==> src/rtl/control_register_pkg.sv <==
// Shared constants for the MCDF control register file: command codes, register map, CTRL field layout.
package control_register_pkg;

  localparam logic [1:0] CMD_IDLE = 2'b00;
  localparam logic [1:0] CMD_RD   = 2'b01;
  localparam logic [1:0] CMD_WR   = 2'b10;

  localparam int ADDR_CTRL0 = 'h00;
  localparam int ADDR_CTRL1 = 'h04;
  localparam int ADDR_CTRL2 = 'h08;
  localparam int ADDR_STAT0 = 'h10;
  localparam int ADDR_STAT1 = 'h14;
  localparam int ADDR_STAT2 = 'h18;

  localparam int CTRL_EN_BIT     = 0;
  localparam int CTRL_PRIO_LSB   = 1;
  localparam int CTRL_PKGLEN_LSB = 3;
  localparam int CTRL_W          = 6;

  localparam logic [31:0] CTRL_RST = 32'h0000_0007;

endpackage

==> src/rtl/control_register_if.sv <==
// Single-cycle command bus (idle/read/write) between a host and the control register file.
interface control_register_if #(
  parameter int DATA_WIDTH = 32,
  parameter int ADDR_WIDTH = 6
);
  logic [1:0]            cmd_i;
  logic [ADDR_WIDTH-1:0] cmd_addr_i;
  logic [DATA_WIDTH-1:0] cmd_data_i;
  logic [DATA_WIDTH-1:0] cmd_data_o;

  modport master (
    output cmd_i, cmd_addr_i, cmd_data_i,
    input  cmd_data_o
  );

  modport slave (
    input  cmd_i, cmd_addr_i, cmd_data_i,
    output cmd_data_o
  );
endinterface

==> src/rtl/control_register_slv_ctrl_reg.sv <==
// One per-channel CTRL register (en/prio/pkglen); fields are live on the outputs right after the write edge.
module slv_ctrl_reg
  import control_register_pkg::*;
#(
  parameter int DATA_WIDTH = 32
) (
  input  logic                  clk_i,
  input  logic                  rst_i,
  input  logic                  wr_en_i,
  input  logic [CTRL_W-1:0]     wr_data_i,
  output logic                  en_o,
  output logic [1:0]            prio_o,
  output logic [2:0]            pkglen_o,
  output logic [DATA_WIDTH-1:0] rd_data_o
);

  localparam logic [CTRL_W-1:0] RST_VAL = CTRL_W'(CTRL_RST);

  logic [CTRL_W-1:0] ctrl_d;
  logic [CTRL_W-1:0] ctrl_q;

  always_comb begin
    ctrl_d = ctrl_q;
    if (wr_en_i) begin
      ctrl_d = wr_data_i;
    end
  end

  always_ff @(posedge clk_i or posedge rst_i) begin
    if (rst_i) begin
      ctrl_q <= RST_VAL;
    end else begin
      ctrl_q <= ctrl_d;
    end
  end

  // Reserved bits are not stored, so the read value is zero-extended.
  assign en_o      = ctrl_q[CTRL_EN_BIT];
  assign prio_o    = ctrl_q[CTRL_PRIO_LSB +: 2];
  assign pkglen_o  = ctrl_q[CTRL_PKGLEN_LSB +: 3];
  assign rd_data_o = DATA_WIDTH'(ctrl_q);

endmodule

==> src/rtl/control_register.sv <==
// MCDF register file: 3 R/W CTRL regs + 3 RO STAT regs (STAT only with CR_STATUS_REG_EN), one-cycle read latency.
// Writes take effect at the edge; no stall or handshake, a command may be issued every cycle.
module control_register
  import control_register_pkg::*;
#(
  parameter int DATA_WIDTH   = 32,
  parameter int ADDR_WIDTH   = 6,
  parameter int MARGIN_WIDTH = 6
) (
  input  logic                    clk_i,
  input  logic                    rst_i,
  control_register_if.slave       bus,
  input  logic [MARGIN_WIDTH-1:0] slv0_margin_i,
  input  logic [MARGIN_WIDTH-1:0] slv1_margin_i,
  input  logic [MARGIN_WIDTH-1:0] slv2_margin_i,
  output logic                    slv0_en_o,
  output logic                    slv1_en_o,
  output logic                    slv2_en_o,
  output logic [1:0]              slv0_prio_o,
  output logic [1:0]              slv1_prio_o,
  output logic [1:0]              slv2_prio_o,
  output logic [2:0]              slv0_pkglen_o,
  output logic [2:0]              slv1_pkglen_o,
  output logic [2:0]              slv2_pkglen_o
);

  localparam logic [ADDR_WIDTH-1:0] A_CTRL0 = ADDR_WIDTH'(ADDR_CTRL0);
  localparam logic [ADDR_WIDTH-1:0] A_CTRL1 = ADDR_WIDTH'(ADDR_CTRL1);
  localparam logic [ADDR_WIDTH-1:0] A_CTRL2 = ADDR_WIDTH'(ADDR_CTRL2);
`ifdef CR_STATUS_REG_EN
  localparam logic [ADDR_WIDTH-1:0] A_STAT0 = ADDR_WIDTH'(ADDR_STAT0);
  localparam logic [ADDR_WIDTH-1:0] A_STAT1 = ADDR_WIDTH'(ADDR_STAT1);
  localparam logic [ADDR_WIDTH-1:0] A_STAT2 = ADDR_WIDTH'(ADDR_STAT2);
`endif

  logic [2:0]            wr_en;
  logic [DATA_WIDTH-1:0] ctrl0_rd;
  logic [DATA_WIDTH-1:0] ctrl1_rd;
  logic [DATA_WIDTH-1:0] ctrl2_rd;
  logic [DATA_WIDTH-1:0] cmd_data_d;
  logic [DATA_WIDTH-1:0] cmd_data_q;

  // Reserved write-data bits are deliberately dropped.
  logic unused_wdata_hi;
  assign unused_wdata_hi = ^bus.cmd_data_i[DATA_WIDTH-1:CTRL_W];

`ifndef CR_STATUS_REG_EN
  logic unused_margins;
  assign unused_margins = ^{slv0_margin_i, slv1_margin_i, slv2_margin_i};
`endif

  always_comb begin
    wr_en = '0;
    if (bus.cmd_i == CMD_WR) begin
      wr_en[0] = (bus.cmd_addr_i == A_CTRL0);
      wr_en[1] = (bus.cmd_addr_i == A_CTRL1);
      wr_en[2] = (bus.cmd_addr_i == A_CTRL2);
    end
  end

  // Idle, write and the 2'b11 code all clear the read data, so it is valid for one cycle only.
  always_comb begin
    cmd_data_d = '0;
    if (bus.cmd_i == CMD_RD) begin
      case (bus.cmd_addr_i)
        A_CTRL0: cmd_data_d = ctrl0_rd;
        A_CTRL1: cmd_data_d = ctrl1_rd;
        A_CTRL2: cmd_data_d = ctrl2_rd;
`ifdef CR_STATUS_REG_EN
        A_STAT0: cmd_data_d = DATA_WIDTH'(slv0_margin_i);
        A_STAT1: cmd_data_d = DATA_WIDTH'(slv1_margin_i);
        A_STAT2: cmd_data_d = DATA_WIDTH'(slv2_margin_i);
`endif
        default: cmd_data_d = '0;
      endcase
    end
  end

  always_ff @(posedge clk_i or posedge rst_i) begin
    if (rst_i) begin
      cmd_data_q <= '0;
    end else begin
      cmd_data_q <= cmd_data_d;
    end
  end

  assign bus.cmd_data_o = cmd_data_q;

  slv_ctrl_reg #(.DATA_WIDTH(DATA_WIDTH)) u_ctrl0 (
    .clk_i     (clk_i),
    .rst_i     (rst_i),
    .wr_en_i   (wr_en[0]),
    .wr_data_i (bus.cmd_data_i[CTRL_W-1:0]),
    .en_o      (slv0_en_o),
    .prio_o    (slv0_prio_o),
    .pkglen_o  (slv0_pkglen_o),
    .rd_data_o (ctrl0_rd)
  );

  slv_ctrl_reg #(.DATA_WIDTH(DATA_WIDTH)) u_ctrl1 (
    .clk_i     (clk_i),
    .rst_i     (rst_i),
    .wr_en_i   (wr_en[1]),
    .wr_data_i (bus.cmd_data_i[CTRL_W-1:0]),
    .en_o      (slv1_en_o),
    .prio_o    (slv1_prio_o),
    .pkglen_o  (slv1_pkglen_o),
    .rd_data_o (ctrl1_rd)
  );

  slv_ctrl_reg #(.DATA_WIDTH(DATA_WIDTH)) u_ctrl2 (
    .clk_i     (clk_i),
    .rst_i     (rst_i),
    .wr_en_i   (wr_en[2]),
    .wr_data_i (bus.cmd_data_i[CTRL_W-1:0]),
    .en_o      (slv2_en_o),
    .prio_o    (slv2_prio_o),
    .pkglen_o  (slv2_pkglen_o),
    .rd_data_o (ctrl2_rd)
  );

endmodule

==> src/flat_wrapper.sv <==
// flat-port wrapper written by rule: the top's interface ports become plain ports
module control_register_flat import control_register_pkg::*;
#(
  parameter int DATA_WIDTH   = 32,
  parameter int ADDR_WIDTH   = 6,
  parameter int MARGIN_WIDTH = 6
)
  (clk_i, rst_i, slv0_margin_i, slv1_margin_i, slv2_margin_i, slv0_en_o, slv1_en_o, slv2_en_o, slv0_prio_o, slv1_prio_o, slv2_prio_o, slv0_pkglen_o, slv1_pkglen_o, slv2_pkglen_o, bus_cmd_i, bus_cmd_addr_i, bus_cmd_data_i, bus_cmd_data_o);
  control_register_if #(.DATA_WIDTH(DATA_WIDTH), .ADDR_WIDTH(ADDR_WIDTH)) bus_i ();
  input  logic clk_i;
  input  logic rst_i;
  input  logic [MARGIN_WIDTH-1:0] slv0_margin_i;
  input  logic [MARGIN_WIDTH-1:0] slv1_margin_i;
  input  logic [MARGIN_WIDTH-1:0] slv2_margin_i;
  output logic slv0_en_o;
  output logic slv1_en_o;
  output logic slv2_en_o;
  output logic [1:0] slv0_prio_o;
  output logic [1:0] slv1_prio_o;
  output logic [1:0] slv2_prio_o;
  output logic [2:0] slv0_pkglen_o;
  output logic [2:0] slv1_pkglen_o;
  output logic [2:0] slv2_pkglen_o;
  input wire logic [$bits(bus_i.cmd_i)-1:0] bus_cmd_i;
  input wire logic [$bits(bus_i.cmd_addr_i)-1:0] bus_cmd_addr_i;
  input wire logic [$bits(bus_i.cmd_data_i)-1:0] bus_cmd_data_i;
  output wire logic [$bits(bus_i.cmd_data_o)-1:0] bus_cmd_data_o;
  assign bus_i.cmd_i = bus_cmd_i;
  assign bus_i.cmd_addr_i = bus_cmd_addr_i;
  assign bus_i.cmd_data_i = bus_cmd_data_i;
  assign bus_cmd_data_o = bus_i.cmd_data_o;
  control_register #(.DATA_WIDTH(DATA_WIDTH), .ADDR_WIDTH(ADDR_WIDTH), .MARGIN_WIDTH(MARGIN_WIDTH)) u_core (.clk_i(clk_i), .rst_i(rst_i), .bus(bus_i), .slv0_margin_i(slv0_margin_i), .slv1_margin_i(slv1_margin_i), .slv2_margin_i(slv2_margin_i), .slv0_en_o(slv0_en_o), .slv1_en_o(slv1_en_o), .slv2_en_o(slv2_en_o), .slv0_prio_o(slv0_prio_o), .slv1_prio_o(slv1_prio_o), .slv2_prio_o(slv2_prio_o), .slv0_pkglen_o(slv0_pkglen_o), .slv1_pkglen_o(slv1_pkglen_o), .slv2_pkglen_o(slv2_pkglen_o));
endmodule
==> config.mk <==
export PLATFORM = sky130hd
export DESIGN_NAME = control_register_flat
export DESIGN_NICKNAME = d
export VERILOG_FILES = /design/src/rtl/control_register_pkg.sv /design/src/rtl/control_register_if.sv /design/src/rtl/control_register_slv_ctrl_reg.sv /design/src/rtl/control_register.sv /design/src/flat_wrapper.sv
export SDC_FILE = /design/constraint.sdc
export NUM_CORES = 1
export LEC_CHECK = 0
export ABC_AREA = 1
export BUFFER_PORTS_ARGS = -buffer_cell sky130_fd_sc_hd__buf_4
export CAP_MARGIN = 20
export CORE_ASPECT_RATIO = 1.75
export CORE_MARGIN = 8
export CORE_UTILIZATION = 30
export DETAILED_ROUTE_END_ITERATION = 8
export PLACE_DENSITY = 0.73
export SYNTH_ARGS = -nofsm -noshare
export SYNTH_HDL_FRONTEND = slang
export SYNTH_SLANG_ARGS = --single-unit
==> constraint.sdc <==
create_clock -name clk_i -period 1.5 [get_ports clk_i]
set_input_delay 0.15 -clock clk_i [delete_from_list [all_inputs] [get_ports clk_i]]
set_output_delay 0.15 -clock clk_i [all_outputs]
set_load 0.01 [all_outputs]
# [Word level (Yosys, flattened, before mapping)]
# Index checks and enable logic that the tools add are counted.
[op_classes] order_cmp=0 mul=0 n_eq_ne=4 addsub=0 mux=3 div=0 shift=0 n_reduce_logical=1 n_bitwise=0
[ops] operator="$mux W32" count=1
[ops] operator="$pmux W6 S3" count=1
[ops] operator="$eq A6 B3 Y1 const B" count=1
[ops] operator="$eq A6 B4 Y1 const B" count=1
[ops] operator="$logic_not A6 Y1" count=1
[ops] operator="$mux W3" count=1
[ops] operator="$eq A2 B1 Y1 const B" count=1
[ops] operator="$eq A2 B2 Y1 const B" count=1
[totals] regBits=50 elab_cells=12 latchBits=0 ram_bits=0 mem_bits_ro=0 memories=0

# [Depth between registers and ports, before layout]
# Gate-level depths: netlist of the first run.
[depth] depth_word=3 ltp_mapped=6 mapped_depth_nobuf=6

# [Hierarchy]
# A second synthesis of the first run with hierarchy kept.
[hier_totals] cells_unflattened=450 area_unflattened_um2=3731.1
[modules_own_cells] mod="control_register" area_each_um2=2312.2 cells_per_inst=273 n_inst=1
[modules_own_cells] mod="slv_ctrl_reg" area_each_um2=473.0 cells_per_inst=59 n_inst=3

# [Worst setup path before layout of the first run]
# No wires, ideal clock.
[synth_timing] path_type="input to register" start="input bus_cmd_addr_i[5]" end="register u_core.u_ctrl0.ctrl_q[3]" required_ps=1379 setup_time_ps=121 path_slack_ps=586 arrival_time_ps=794 stages=5 path_cell_list="nor2_4 > and2_4 > nand2_4 > o21ai_1 > nand2_1"
[synth_via] elab_chain_cells=2
[synth_lines] item="start: declaration" line_no="flat_wrapper.sv:25" rtl="input wire logic [$bits(bus_i.cmd_addr_i)-1:0] bus_cmd_addr_i;"
[synth_lines] item="$logic_not A6 Y1" line_no="control_register.sv:55" rtl="wr_en[0] = (bus.cmd_addr_i == A_CTRL0);"
[synth_lines] item="$mux W3" line_no="control_register.sv:54" rtl="if (bus.cmd_i == CMD_WR) begin"
[synth_lines] item="end signal: assignment" line_no="control_register_slv_ctrl_reg.sv:33" rtl="ctrl_q <= ctrl_d;"
[synth_lines] item="end: declaration" line_no="control_register_slv_ctrl_reg.sv:20" rtl="logic [CTRL_W-1:0] ctrl_q;"
# Every way passes these cells.
# A chain may end at the register's enable or synchronous reset.

# [Final worst setup path of the first run]
[layout_timing] start="register u_core.u_ctrl1.ctrl_q[1]" end="output slv1_prio_o[0]"
[layout_rtl] item="start: declaration" line_no="control_register_slv_ctrl_reg.sv:20"
[layout_rtl] item="start signal: assignment" line_no="control_register_slv_ctrl_reg.sv:33"
[layout_rtl] item="end: declaration" line_no="flat_wrapper.sv:19" rtl="output logic [1:0] slv1_prio_o;"
# No word-level cell between the ends.

==> results of run 1 <==
==> cells in the mapped netlist (4+ instances only) <==
| cell type | n |
|---|---|
| nand2_1 | 42 |
| buf_4 | 26 |
| nand4_1 | 18 |
| o21ai_1 | 18 |
| dfrtp_1 | 15 |
| dfstp_2 | 9 |
| inv_1 | 7 |
| nand3_1 | 6 |
| nor2_4 | 4 |
==> metal layers <==
layer  vias to the layer above  global-route usage [%]  part of all wire [%]
li1                        567                       -                     -
met3                         6                   2.610                    10
met2                        56                   17.60                    53
met1                       541                   10.31                    34
met4                         0                   5.891                   2.6
met5                         -                       0                     0
==> flip-flops by register name, summed over array words and instances (netlist names) <==
register / flops
u_core.bus.cmd_data_o: 6
u_core.u_ctrl0.ctrl_q: 6
u_core.u_ctrl1.ctrl_q: 6
u_core.u_ctrl2.ctrl_q: 6
==> report_power, final <==
group | leakage (nW) | switching, mW | total [mW] | internal [mW]
clock | 0.0357 | 0.209 | 0.566 | 0.357
combinational | 0.702 | 0.168 | 0.273 | 0.106
sequential | 0.300 | 0.0351 | 0.737 | 0.702
==> cell type report <==
class / instances / area, sq um / share of cell area (%)
Sequential cell: 24 / 611.8 / 34.71
Inverter: 10 / 37.54 / 2.129
Clock buffer: 3 / 41.29 / 2.342
Multi-Input combinational cell: 124 / 651.9 / 36.98
Tap cell: 52 / 65.06 / 3.691
Clock inverter: 1 / 30.03 / 1.703
Timing Repair Buffer: 43 / 325.3 / 18.45
==> path summary, 6_finish.rpt <==
path	startpoint	end	slack [ns]	cells past startpoint
min in group asynchronous	rst_i	u_core.bus.cmd_data_o[5]	0.47	4
worst max-delay path	u_core.u_ctrl1.ctrl_q[1]	slv1_prio_o[0]	0.39	1
worst min-delay path	bus_cmd_data_i[1]	u_core.u_ctrl0.ctrl_q[1]	0.09	3
worst max register to register	u_core.u_ctrl0.ctrl_q[1]	u_core.bus.cmd_data_o[1]	0.57	4
max in group asynchronous	rst_i	u_core.u_ctrl2.ctrl_q[0]	0.74	4
worst min register to register	u_core.u_ctrl1.ctrl_q[0]	u_core.u_ctrl1.ctrl_q[0]	0.49	2
==> cells in the final DEF, fill, tap and decap left out <==
cell type,n
nand3_1,6
nor2_8,3
and2_4,1
nand4_1,18
nand2_2,1
buf_4,42
dfstp_2,9
nor2_2,1
o21ai_1,18
inv_1,7
nand2_4,3
nor2_4,4
dfrtp_1,15
nor2_1,1
bufinv_16,1
conb_1,26
inv_2,3
nand2_1,42
clkbuf_8,3
dlygate4sd3_1,1
==> what timing repair did <==
item,4_1_cts,5_1_grt
setup endpoints to repair,0,0
hold buffers,1,0
hold endpoints to repair,15,0
==> logic make-up after synthesis <==
kind of cell           Yosys count
and+or+nand+nor                 80
buffers and inverters           40
DFF                             24
AOI/OAI and AO/OA               18
other                            1
==> impl_metrics.yaml, run 1 <==
run_status:
  run_status: "completed"
worst_setup_path:
  cp_data_required_time_ns: 1.35
  timing.critical_path.max_delay_family: "flip-flops"
  timing.critical_path.to_type: "output pin"
  critPathLaunchType: "register"
  critPathBufInv: 1
  crit_fanout: 3
  worst_path_max_delay_cell: "dfstp_2"
  crit_chain: "buf_4"
  critical-path-max-stage-delay_ns: 0.56
  arrival_ns: 0.96
  worstSetupPathType: "reg -> out"
placement:
  buffer_ports.inserted: 39
  postPlaceCellArea_sq_mm: 0.001682
  pre_cts_ws_ns: 0.3435
  detailedPlacementHpwl_microns: 2808
  placer_s_final_routability_congestion_estimate: 0.7938
  post_placement_cell_count: 252
clock_network:
  cts_setup_buffers: 0
  clk_root_buffer_cell: "clkbuf_8"
  numClockSinks: 24
  clock_insertion_delay_worst_skew_ns: 0.27
  cts_repair_resize_count: 0
  cts.htree.levels: 1
  clock_tree.buffer_depth: 2
  tritoncts_clock_tree: "built"
  cts_buffers: 3
  clk_pin_slew_ns: 0.09
finish:
  synthToLayoutAreaGrowth_pct: 24.03
  num-nets-final: 266
  share_of_layout_cells_above_drive_strength_1_pct: 34.63
  final_core_utilization_pct: 38.12
  insertedDiodeCount: 0
  fillCellCount: 472
  post_layout_nonfiller_instances: 257
  finalInstanceArea_sq_mm: 0.001763
synthesis:
  postSynthRegisterBits: 24
  main_combinational_cell_family_by_area_after_synthesis: "simple AND/OR/NAND/NOR gates"
  synth_seq_area_share_pct: 43.05
  synth-compound-area-share_pct: 6.338
  number_of_enable_type_register_cells_in_the_synthesized_netlist: 0
  synthArstFlopShare_pct: 100.0
  syn-instance-count: 163
  syn_avg_cell_area_sq_um: 8.720
  ys.flop_type: "dfrtp_1"
  synth_area_sq_mm: 0.001421
  synth_top_cell_by_area: "dfrtp_1"
  synth-adder-area-share_pct: 0
  yosysWarnings: 0
  synthDistinctLibCells: 19
  synthTopCellsByArea: "dfrtp_1 (26%), dfstp_2 (17%), buf_4 (14%), nand2_1 (11%), nand4_1 (7.9%)"
  synthMuxAreaShare_pct: 0
  yosys.area_share.xor_xnor_pct: 0
  share_of_yosys_cell_area_claimed_by_the_top_area_cell_type_pct: 26.41
  synth_simple_gate_area_share_pct: 32.66
power:
  leakage_nw: 1.037
  power.total_mw: 1.577
  p_per_area_mw_per_mm2: 894.4
  peakVddDrop_uv: 530.4
drt:
  route.detailed.drc: 0
  drt-pass1-iter-count: 4
  route.vias.total: 1170
  final_antenna_net_count: 0
  wire_per_inst_microns: 13.84
  drt-initial-drc-count: 18
  routed_via_density: 4.553
  final_routed_wirelength_across_all_metal_layers_microns: 3557
floorplan:
  fp.dieArea_sq_mm: 0.007283
  initial_core_utilization_pct: 30.74
  floorplan.rows: 33
  die_width_microns: 68.03
  io_pins: 110
  floorplan.core_area_sq_mm: 0.004624
  die_height_microns: 107.1
global_route:
  grt_first_pass_wirelength_microns: 5816
  pin_count_of_the_biggest_net_entering_global_routing: 25
  global_route.usage.total_pct: 10.13
  gr-total-overflow: 0
  antenna_found_initial: 0
  grt_pass1_vias: 1263
timing:
  timing.max_slew.rel_slack_pct: 59.02
  timing.setup.tns_ns: 0
  number_of_endpoints_failing_setup_at_the_final_stage: 0
  final_hold_viol_count: 0
  worst_clock_skew_ns: 0.004113
  unrepaired_setup_endpoints_after_global_routing: "false"
  fmax_mhz: 903.8
  layout_min_cycle_time_ns: 1.106
  worst_slack_ns: 0.3936
  holdWs_ns: 0.09298
  report.final.slew_viol_count: 0
  timing.final.crit_share_pct: 73.76
  worst_slew_pin_slew_ns: 0.6126
min_path:
  worstHoldPathType: "in -> reg"
job:
  maxCapViolations: 0
(Power assumes the default switching activity.)
==> inputs of run 2 (changes only) <==
--- a/config.mk
+++ b/config.mk
@@ -5,14 +5,14 @@
 export SDC_FILE = /design/constraint.sdc
 export NUM_CORES = 1
 export LEC_CHECK = 0
-export ABC_AREA = 1
+export ABC_AREA = 0
 export BUFFER_PORTS_ARGS = -buffer_cell sky130_fd_sc_hd__buf_4
 export CAP_MARGIN = 20
 export CORE_ASPECT_RATIO = 1.75
 export CORE_MARGIN = 8
 export CORE_UTILIZATION = 30
 export DETAILED_ROUTE_END_ITERATION = 8
-export PLACE_DENSITY = 0.73
+export PLACE_DENSITY = 0.76
 export SYNTH_ARGS = -nofsm -noshare
 export SYNTH_HDL_FRONTEND = slang
 export SYNTH_SLANG_ARGS = --single-unit
==> constraint.sdc (replaced) <==
create_clock -name clk_i -period 1.1 [get_ports clk_i]
set_input_delay 0.11 -clock clk_i [delete_from_list [all_inputs] [get_ports clk_i]]
set_output_delay 0.11 -clock clk_i [all_outputs]
set_load 0.01 [all_outputs]
==> run 2 against run 1 <==
Final area fell by 5.2%. First-iteration DRC count fell by 17%. Via count fell by 27%. Sequential share of layout area rose by 1.9 points. Clock skew fell by 0.0030 ns.
==> impl_metrics.yaml, run 2 <==
run_status:
  run_status: "completed"
global_route:
  grt_pass1_vias: 1017
  met2_usage_pct: 15.46
  grtUsageMet1_pct: 8.530
  global_route.usage.total_pct: 8.941
  antenna_found_initial: 0
  grt_busiest_layer: "met2"
  global_route.usage.met3_pct: 4.319
  pin_count_of_the_biggest_net_entering_global_routing: 25
  grt_first_pass_wirelength_microns: 4671
  gr-total-overflow: 0
floorplan:
  floorplan.core_area_sq_mm: 0.004073
  initial_core_utilization_pct: 30.84
  floorplan.rows: 31
  die_height_microns: 101.6
  fp.dieArea_sq_mm: 0.006595
  die_width_microns: 64.92
  io_pins: 110
drt:
  drt-pass1-iter-count: 4
  final_routed_wirelength_across_all_metal_layers_microns: 3027
  drt-initial-drc-count: 15
  routed_via_density: 4.185
  route.detailed.drc: 0
  final_antenna_net_count: 0
  route.vias.total: 858
  wire_per_inst_microns: 14.77
timing:
  holdWs_ns: 0.1030
  timing.setup.tns_ns: 0
  final_hold_viol_count: 0
  worst_clock_skew_ns: 0.001162
  timing.final.crit_share_pct: 98.85
  layout_min_cycle_time_ns: 1.087
  fmax_mhz: 919.7
  number_of_endpoints_failing_setup_at_the_final_stage: 0
  report.final.slew_viol_count: 0
  unrepaired_setup_endpoints_after_global_routing: "true"
synthesis:
  synthArstFlopShare_pct: 100.0
  synthMuxAreaShare_pct: 20.92
  share_of_yosys_cell_area_claimed_by_the_top_area_cell_type_pct: 29.88
  synth_area_sq_mm: 0.001256
  yosys.area_share.xor_xnor_pct: 0
  synth_top_cell_by_area: "dfrtp_1"
  postSynthRegisterBits: 24
  syn-instance-count: 105
  synth-compound-area-share_pct: 2.390
  synthDistinctLibCells: 19
  synth_seq_area_share_pct: 48.71
  synth-adder-area-share_pct: 0
  yosys-top-cells-count: "buf_4 (26), mux2_2 (18), dfrtp_1 (15), dfstp_2 (9), nand2_1 (7)"
  number_of_enable_type_register_cells_in_the_synthesized_netlist: 0
  yosysWarnings: 0
  synthTopCellsByArea: "dfrtp_1 (30%), dfstp_2 (19%), mux2_2 (16%), buf_4 (16%), mux2i_1 (4.8%)"
  synth_simple_gate_area_share_pct: 11.16
  ys.flop_type: "dfrtp_1"
  syn_avg_cell_area_sq_um: 11.96
  main_combinational_cell_family_by_area_after_synthesis: "multiplexers"
  yosys.cell_count.top_type: "buf_4"
finish:
  fillCellCount: 424
  area.sequential_sq_um: 611.8
  insertedDiodeCount: 0
  finalInstanceArea_sq_mm: 0.001672
  share_of_layout_cells_above_drive_strength_1_pct: 58.97
  num-nets-final: 217
  layout_common_cells: "buf_4 (46), conb_1 (26), mux2_2 (18)"
  multi_input_logic_area_sq_um: 560.5
  post_layout_nonfiller_instances: 205
  final_core_utilization_pct: 41.04
  synthToLayoutAreaGrowth_pct: 33.07
  layout_commonest_cell: "buf_4"
min_path:
  worstHoldPathType: "in -> reg"
clock_network:
  clk_root_buffer_cell: "clkbuf_8"
  clock_tree.buffer_depth: 2
  cts_buffers: 3
  clock_insertion_delay_worst_skew_ns: 0.25
  clk_pin_slew_ns: 0.08
  tritoncts_clock_tree: "built"
  numClockSinks: 24
  cts.htree.levels: 1
placement:
  postPlaceCellArea_sq_mm: 0.001580
  placer_s_final_routability_congestion_estimate: 0.7741
  detailedPlacementHpwl_microns: 2465
  buffer_ports.inserted: 39
  post_placement_cell_count: 200
power:
  leakage_nw: 0.8614
  peakVddDrop_uv: 614.4
  p_per_area_mw_per_mm2: 1133
worst_setup_path:
  cp_data_required_time_ns: 0.99
  timing.critical_path.to_type: "output pin"
  crit_fanout: 2
  worstSetupPathType: "reg -> out"
  arrival_ns: 0.98
  critPathLaunchType: "register"
job:
  maxCapViolations: 0
[run 2: cell types whose count changed after synthesis, moves of 18 or more]
cell,previous run,this run
nand2_1,42,7
o21ai_1,18,0
nand4_1,18,0
mux2_2,0,18
[run 2: critical path, cell delays in order (launching register included)]
cell and delay [ns]:
dfstp_2 0.54, buf_6 0.09, buf_6 0.09
[run 2: through the flow]
stage	total power, mW	setup WS [ns]
after floorplan	1.252	-0.02889
after global placement	1.378	-0.2666
after detailed placement	1.387	-0.3349
after CTS	1.915	0.002625
after global routing	1.984	-0.01626
final	1.894	0.01264
[run 2: final cells by class]
cell class                      count  share of cell area [%]
Sequential cell                    24                   36.60
Tap cell                           49                   3.668
Clock buffer                        4                   2.695
Inverter                            1                  0.2246
Timing Repair Buffer               50                   23.28
Multi-Input combinational cell     77                   33.53
[run 2: cell families after synthesis]
logic type,Yosys count
AND/OR/NAND/NOR,21
buffers and inverters,29
AO/OA/AOI/OAI,6
multiplexers,24
other,1
flip-flops,24
[run 2: what timing repair did]
item | 4_1_cts | 5_1_grt
pin swaps | 1 | 2
buffers inserted | 0 | 1
hold endpoints to repair | 15 | 0
gates resized for setup | 4 | 5
hold buffers | 1 | 0
setup endpoints to repair | 8 | 22
[run 2: layer usage]
metal,up-vias,part of all wire [%],routed length [microns]
met5,-,0,0
met2,47,52,1570
li1,402,-,-
met3,2,13,394
met1,407,34,1039
met4,0,0.73,22
[run 2: worst paths after layout]
kind | start | to | slack, ns | cells after the start
max | u_core.u_ctrl1.ctrl_q[0] | slv1_en_o | 0.01 | 2
min | bus_cmd_data_i[4] | u_core.u_ctrl1.ctrl_q[4] | 0.10 | 2
max reg2reg | u_core.u_ctrl1.ctrl_q[2] | u_core.bus.cmd_data_o[2] | 0.03 | 3
min reg2reg | u_core.u_ctrl2.ctrl_q[1] | u_core.bus.cmd_data_o[1] | 0.53 | 2
max in group asynchronous | rst_i | u_core.u_ctrl2.ctrl_q[1] | 0.37 | 4
min in group asynchronous | rst_i | u_core.u_ctrl0.ctrl_q[3] | 0.44 | 4
[run 2: report_power, final]
group	switching, mW	internal [mW]	total [mW]
clock	0.255	0.258	0.513
sequential	0.0460	0.958	1.00
combinational	0.183	0.194	0.377
